[src/rtl/register_reader.sv]
// register_reader: tagged valid/ready read responder that samples reg_value after a fixed settle delay
//
// Ports:
//   clk, rst_n            clock (rising edge) and asynchronous active-low reset
//   reg_value             register output bus being polled
//   req_valid/req_ready   request handshake, req_tag travels with the request
//   rsp_valid/rsp_ready   response handshake carrying rsp_data/rsp_tag/rsp_changed
//   read_count            completed responses, saturating at 0xFFFF
// Optional feature: define REGISTER_READER_CHANGE_DETECT_EN to build the shadow
// register that drives rsp_changed; otherwise rsp_changed is tied to 0.
module register_reader #(
  parameter int WIDTH        = 8,
  parameter int TAG_WIDTH    = 4,
  parameter int SAMPLE_DELAY = 2
) (
  input  logic                 clk,
  input  logic                 rst_n,
  input  logic [WIDTH-1:0]     reg_value,
  input  logic                 req_valid,
  output logic                 req_ready,
  input  logic [TAG_WIDTH-1:0] req_tag,
  output logic                 rsp_valid,
  input  logic                 rsp_ready,
  output logic [WIDTH-1:0]     rsp_data,
  output logic [TAG_WIDTH-1:0] rsp_tag,
  output logic                 rsp_changed,
  output logic [15:0]          read_count
);
  typedef enum logic [1:0] {S_IDLE, S_WAIT, S_RESP} state_e;
  state_e               state_q, state_d;
  logic [3:0]           cnt_q, cnt_d;
  logic [TAG_WIDTH-1:0] tag_q, tag_d;
  logic [WIDTH-1:0]     data_q, data_d;
  logic [15:0]          count_q, count_d;
  logic                 sample;
  logic                 hs;
  assign req_ready  = state_q == S_IDLE;
  assign rsp_valid  = state_q == S_RESP;
  assign hs         = rsp_valid && rsp_ready;
  assign rsp_data   = data_q;
  assign rsp_tag    = tag_q;
  assign read_count = count_q;
  always_comb begin
    state_d = state_q;
    cnt_d   = cnt_q;
    tag_d   = tag_q;
    count_d = count_q;
    sample  = 1'b0;
    case (state_q)
      S_IDLE: if (req_valid) begin
        tag_d = req_tag;
        cnt_d = 4'(SAMPLE_DELAY);
        // zero delay samples on the accept edge itself
        sample  = SAMPLE_DELAY == 0;
        state_d = SAMPLE_DELAY == 0 ? S_RESP : S_WAIT;
      end
      S_WAIT: begin
        cnt_d   = cnt_q - 4'd1;
        sample  = cnt_q == 4'd1;
        state_d = cnt_q == 4'd1 ? S_RESP : S_WAIT;
      end
      S_RESP: if (rsp_ready) begin
        count_d = &count_q ? count_q : count_q + 16'd1;
        state_d = S_IDLE;
      end
      default: state_d = S_IDLE;
    endcase
    data_d = sample ? reg_value : data_q;
  end
  always_ff @(posedge clk or negedge rst_n) begin
    if (!rst_n) begin
      state_q <= S_IDLE;
      cnt_q   <= '0;
      tag_q   <= '0;
      data_q  <= '0;
      count_q <= '0;
    end else begin
      state_q <= state_d;
      cnt_q   <= cnt_d;
      tag_q   <= tag_d;
      data_q  <= data_d;
      count_q <= count_d;
    end
  end
`ifdef REGISTER_READER_CHANGE_DETECT_EN
  logic [WIDTH-1:0] shadow_q, shadow_d;
  logic             chg_q, chg_d;
  // shadow tracks the last value actually delivered, not the last sampled
  assign shadow_d    = hs ? data_q : shadow_q;
  assign chg_d       = sample ? reg_value != shadow_q : chg_q;
  assign rsp_changed = chg_q;
  always_ff @(posedge clk or negedge rst_n) begin
    if (!rst_n) begin
      shadow_q <= '0;
      chg_q    <= 1'b0;
    end else begin
      shadow_q <= shadow_d;
      chg_q    <= chg_d;
    end
  end
`else
  assign rsp_changed = 1'b0;
`endif
endmodule
[config.mk]
export PLATFORM = sky130hd
export DESIGN_NAME = register_reader
export DESIGN_NICKNAME = d
export VERILOG_FILES = /design/src/rtl/register_reader.sv
export SDC_FILE = /design/constraint.sdc
export NUM_CORES = 1
export LEC_CHECK = 0
export ABC_CLOCK_PERIOD_IN_PS = 3900
export CAP_MARGIN = 15
export CORE_MARGIN = 2
export CORE_UTILIZATION = 35
export CTS_BUF_LIST = sky130_fd_sc_hd__clkbuf_8 sky130_fd_sc_hd__clkbuf_16
export CTS_CLUSTER_SIZE = 20
export DETAILED_ROUTE_END_ITERATION = 7
export DONT_BUFFER_PORTS = 1
export PLACE_DENSITY = 0.6
export SYNTH_ARGS = -nofsm -noshare
export SYNTH_HDL_FRONTEND = slang
export SYNTH_SLANG_ARGS = --single-unit
[constraint.sdc]
create_clock -name clk -period 3.9 [get_ports clk]
set_clock_uncertainty 0.1 [all_clocks]
set_input_delay 0.39 -clock clk [delete_from_list [all_inputs] [get_ports clk]]
set_output_delay 0.39 -clock clk [all_outputs]
set_load 0.01 [all_outputs]
# After elaboration in Yosys (flattened, before gate mapping)
# Cells that the tools add are included.
word_totals:
  reg_bits: 34
  in_bits: 16
  output_inout_bits: 31
  wordCells: 27
op_classes:
  n_addsub: 2
  eq_ne: 5
  muxes: 7
  bitwise_logic: 1
  reduce_logical: 7
op_table:
  columns: ["operator", "count"]
  rows:
  - ["$add A16 B1 Y16 const B", 1]
  - ["$reduce_and A16 Y1", 1]
  - ["$pmux W4 S2", 1]
  - ["$mux W2", 3]
  - ["$pmux W2 S3", 1]
  - ["$reduce_and A2 Y1", 3]
  - ["$eq A4 B1 Y1 const B", 1]
  - ["$mux W4", 1]
  - ["$sub A4 B1 Y4 const B", 1]
  - ["$reduce_and A3 Y1", 1]
  - ["$eq A2 B1 Y1 const B", 1]
  - ["$eq A2 B2 Y1 const B", 1]
  - ["$logic_not A2 Y1", 1]
  - ["$ne A2 B1 Y1 const B", 1]
  - ["$ne A2 B2 Y1 const B", 1]
  - ["$reduce_bool A2 Y1", 1]
  - ["$mux W1", 1]
  - ["$not A1 Y1", 1]

# Longest topological paths before layout
logic_depth:
  word_depth: 3
  mapped_depth: 6
  ltp_nobuf: 5

# Worst setup path before layout
# No wires, ideal clock.
synth_path:
  path_kind: "register -> register"
  startpoint: "reg count_q[0], in the netlist read_count[0]"
  endpoint: "reg count_q[1], in the netlist read_count[1]"
  setup_time_ns: 0.125
  arrival_time_ns: 1.619
  required_ns: 3.675
  path_slack_ns: 2.056
  stages_incl_launch_ff: 7
  n_path_buf: 1
  period_less_slack_ns: 1.844
  cell_sequence: "dfrtp_1 -> ha_1 -> and4_1 -> and4b_1 -> buf_6 -> nor2_2 -> mux2_4"
synth_via:
  elab_chain_cells: 3
  elab_cells_between_ends: 4
  classes_between: "1 x add/sub; 1 x bitwise; 2 x reduce/logical"
synth_rtl:
  columns: ["element", "line", "rtl"]
  rows:
  - ["from (decl)", "34", "logic [15:0] count_q, count_d;"]
  - ["from (signal assigned)", "82", "count_q <= count_d;"]
  - ["branches (longest 3 deep; another with $add A16 B1 Y16)", null, null]
# Parallel ways; which one is timed is not known.
# A chain may end at the register's enable or synchronous reset.

# Final worst setup path
# Same ends and word-level chain as after synthesis.

==> results_dict.tcl <==
set metrics [dict create \
    row_count 24 \
    htreeDepth 2 \
    nets 152 \
    initial_core_util_pct 37.0 \
    clock_power_share_pct 23.9 \
    ys_seq_elements 34 \
    synthCells 129 \
    drc 0 \
    track_usage_pct 13.1 \
    grt_start_max_net_pins 35 \
    p_sw_share_pct 32.2 \
    place.gp.congestion 0.807 \
    drt-initial-drc-count 38 \
    p_sw_uw 352 \
    cp-start-kind "flip-flop" \
    clock_path_buffers 2 \
    grt_setup_unrepaired "no" \
    ys.flop_type "dfrtp_1" \
    grt_antenna_before_repair 0 \
    max-vdd-ir-drop_v 0.000283 \
    tns_ns 0 \
    syn_to_final_growth_pct 8.97 \
    min_period_ns 2.06 \
    hp-class "in2reg" \
    period_share_pct 52.8 \
    crit_type "reg2reg" \
    vias 1027 \
    yosysSeqAreaShare_pct 52.1 \
    ant_nets 0 \
    drive_above_1_share_pct 24.6 \
    yosysWarningCount 0 \
    vias_per_cell 5.52 \
    syn-cell-area_um2 1630 \
    maxCapViolCount 0 \
    met3RoutedLength_um 219 \
    crit_fanout 7 \
    hold_buffers 2 \
    power.internal_uw 743 \
    post_cts_buffers 0 \
    root_buffer "clkbuf_8" \
    grt_pass1_wl_mm 5.22 \
    wl_per_cell_um 16.8 \
    pwr-share-seq_pct 53.6 \
    highest_layer "met4" \
    cts_resized 0 \
    die_y_um 72.3 \
    syn_nets 148 \
    comb_power_share_pct 22.4 \
    final_common_cell "dfrtp_1" \
    met2WireLength_mm 1.58 \
    setup_viol 0 \
    synth_edf_count 0 \
    ios 47 \
    cts_sinks 34 \
    drv_slew 0 \
    worstPathArrival_ns 2.13 \
    avgSynthCellArea_um2 12.7 \
    cts_tree "yes" \
    cts_buffers 5 \
    max_freq_ghz 0.485 \
    powerDensity_nw_per_um2 616 \
    diodes 0 \
    io_buffers 0 \
    grt_pass1_vias 1079 \
    core_area_um2 4410 \
    outcome "finished clean" \
    path_clk_slew_ns 0.07 \
    fillers 429 \
    required_ns 3.97 \
    timing_hold_violations_final 0 \
    final_cell_mix "34 x dfrtp_1, 14 x mux2_2, 8 x nand2_1" \
    synth_cell_types 45 \
    crit_path_end_kind "flip-flop" \
    drt-total-wl_mm 3.13 \
    die_w_um 72.3 \
    dr.pass1.iters 4 \
    grt_overflow 0 \
    ys_async_sr_fraction_pct 100 \
    p_leak_uw 0.000831 \
    hpwl_mm 2.22 \
    dieArea_um2 5230 \
    insertion_delay_ns 0.28 \
    wl_met1_mm 1.26 \
    power_uw 1100 \
]
-- worst paths after layout --
| check | cells after the start | startpoint | endpoint | slack (ns) |
|---|---|---|---|---|
| setup / recovery | 5 | read_count[0] | read_count[1] | 1.84 |
| hold / removal | 1 | rsp_ready | state_q[1] | 0.10 |
| setup reg to reg | 5 | read_count[0] | read_count[1] | 1.84 |
| hold reg to reg | 1 | read_count[6] | read_count[6] | 0.47 |
| max in group asynchronous | 2 | rst_n | read_count[15] | 3.06 |
| min in group asynchronous | 2 | rst_n | cnt_q[3] | 0.46 |
-- synth_stat cells, types with 3 or more instances --
cell type / count / area [µm²]
dfrtp_1: 34 / 851
ha_1: 3 / 37.5
nand2_1: 8 / 30.0
nand3_1: 7 / 35.0
xnor2_1: 4 / 35.0
nor2_1: 3 / 11.3
a21oi_1: 3 / 15.0
xor2_1: 7 / 61.3
inv_1: 3 / 11.3
mux2_2: 14 / 158
nor4_1: 3 / 18.8
-- routing by layer --
| metal | track usage (%) | vias to the layer above |
|---|---|---|
| met1 | 14.6 | 523 |
| met5 | 0 | - |
| met4 | 6.29 | 0 |
| met3 | 5.56 | 6 |
| li1 | - | 468 |
| met2 | 21.4 | 30 |
-- cell families (layout without fill, tap and decap cells) --
kind of cell               after synthesis  after routing  synth area share, %
AOI/OAI and AO/OA                       13             13                 5.59
xor gates and xnor gates                11             11                 5.90
adders and majority gates                3              3                 2.30
buffers and inverters                    8             13                 3.14
DFF                                     34             34                 52.1
muxes                                   16             16                 11.5
other                                    1              1                0.230
and+or+nand+nor                         43             43                 19.2
-- final cells by class --
| type | count | area, µm² | share of cell area [%] |
|---|---|---|---|
| Sequential cell | 34 | 851 | 47.8 |
| Multi-Input combinational cell | 87 | 731 | 41.1 |
| Clock buffer | 6 | 82.6 | 4.64 |
| Tap cell | 52 | 65.1 | 3.66 |
| Timing Repair Buffer | 2 | 30.0 | 1.69 |
| Inverter | 3 | 11.3 | 0.633 |
| Clock inverter | 2 | 8.76 | 0.492 |
-- sequential cells by signal, indices dropped and copies added, names as in the netlist --
| signal | count |
|---|---|
| read_count | 16 |
| cnt_q | 4 |
| state_q | 2 |
| rsp_data | 8 |
| rsp_tag | 4 |
-- per-stage QoR --
stage	area [µm²]	setup WS [ns]	utilization, %	std cells	hold WS, ns
floorplan	1630	2.06	-	129	-0.00559
global placement	1660	1.94	37.6	176	-0.00489
detailed placement	1660	1.87	37.6	176	-0.00491
CTS	1780	1.84	40.3	186	0.0988
global route	1780	1.69	40.3	186	0.0913
finish	1780	1.84	40.3	186	0.104
-- worst max-delay path, stage by stage (launching register included) --
cell,delay [ns]
dfrtp_1,0.45
ha_1,0.29
and4_1,0.26
and4b_1,0.43
nor2_2,0.11
mux2_4,0.31
-- power groups by stage --
stage	sequential (µW)	clock (µW)	combinational (µW)
6_report	588	262	246
5_1_grt	604	291	280
4_1_cts	589	275	250
3_5_place_dp	596	0	238
3_3_place_gp	589	0	222
2_1_floorplan	556	0	222
Power figures use the tool's default switching activity.
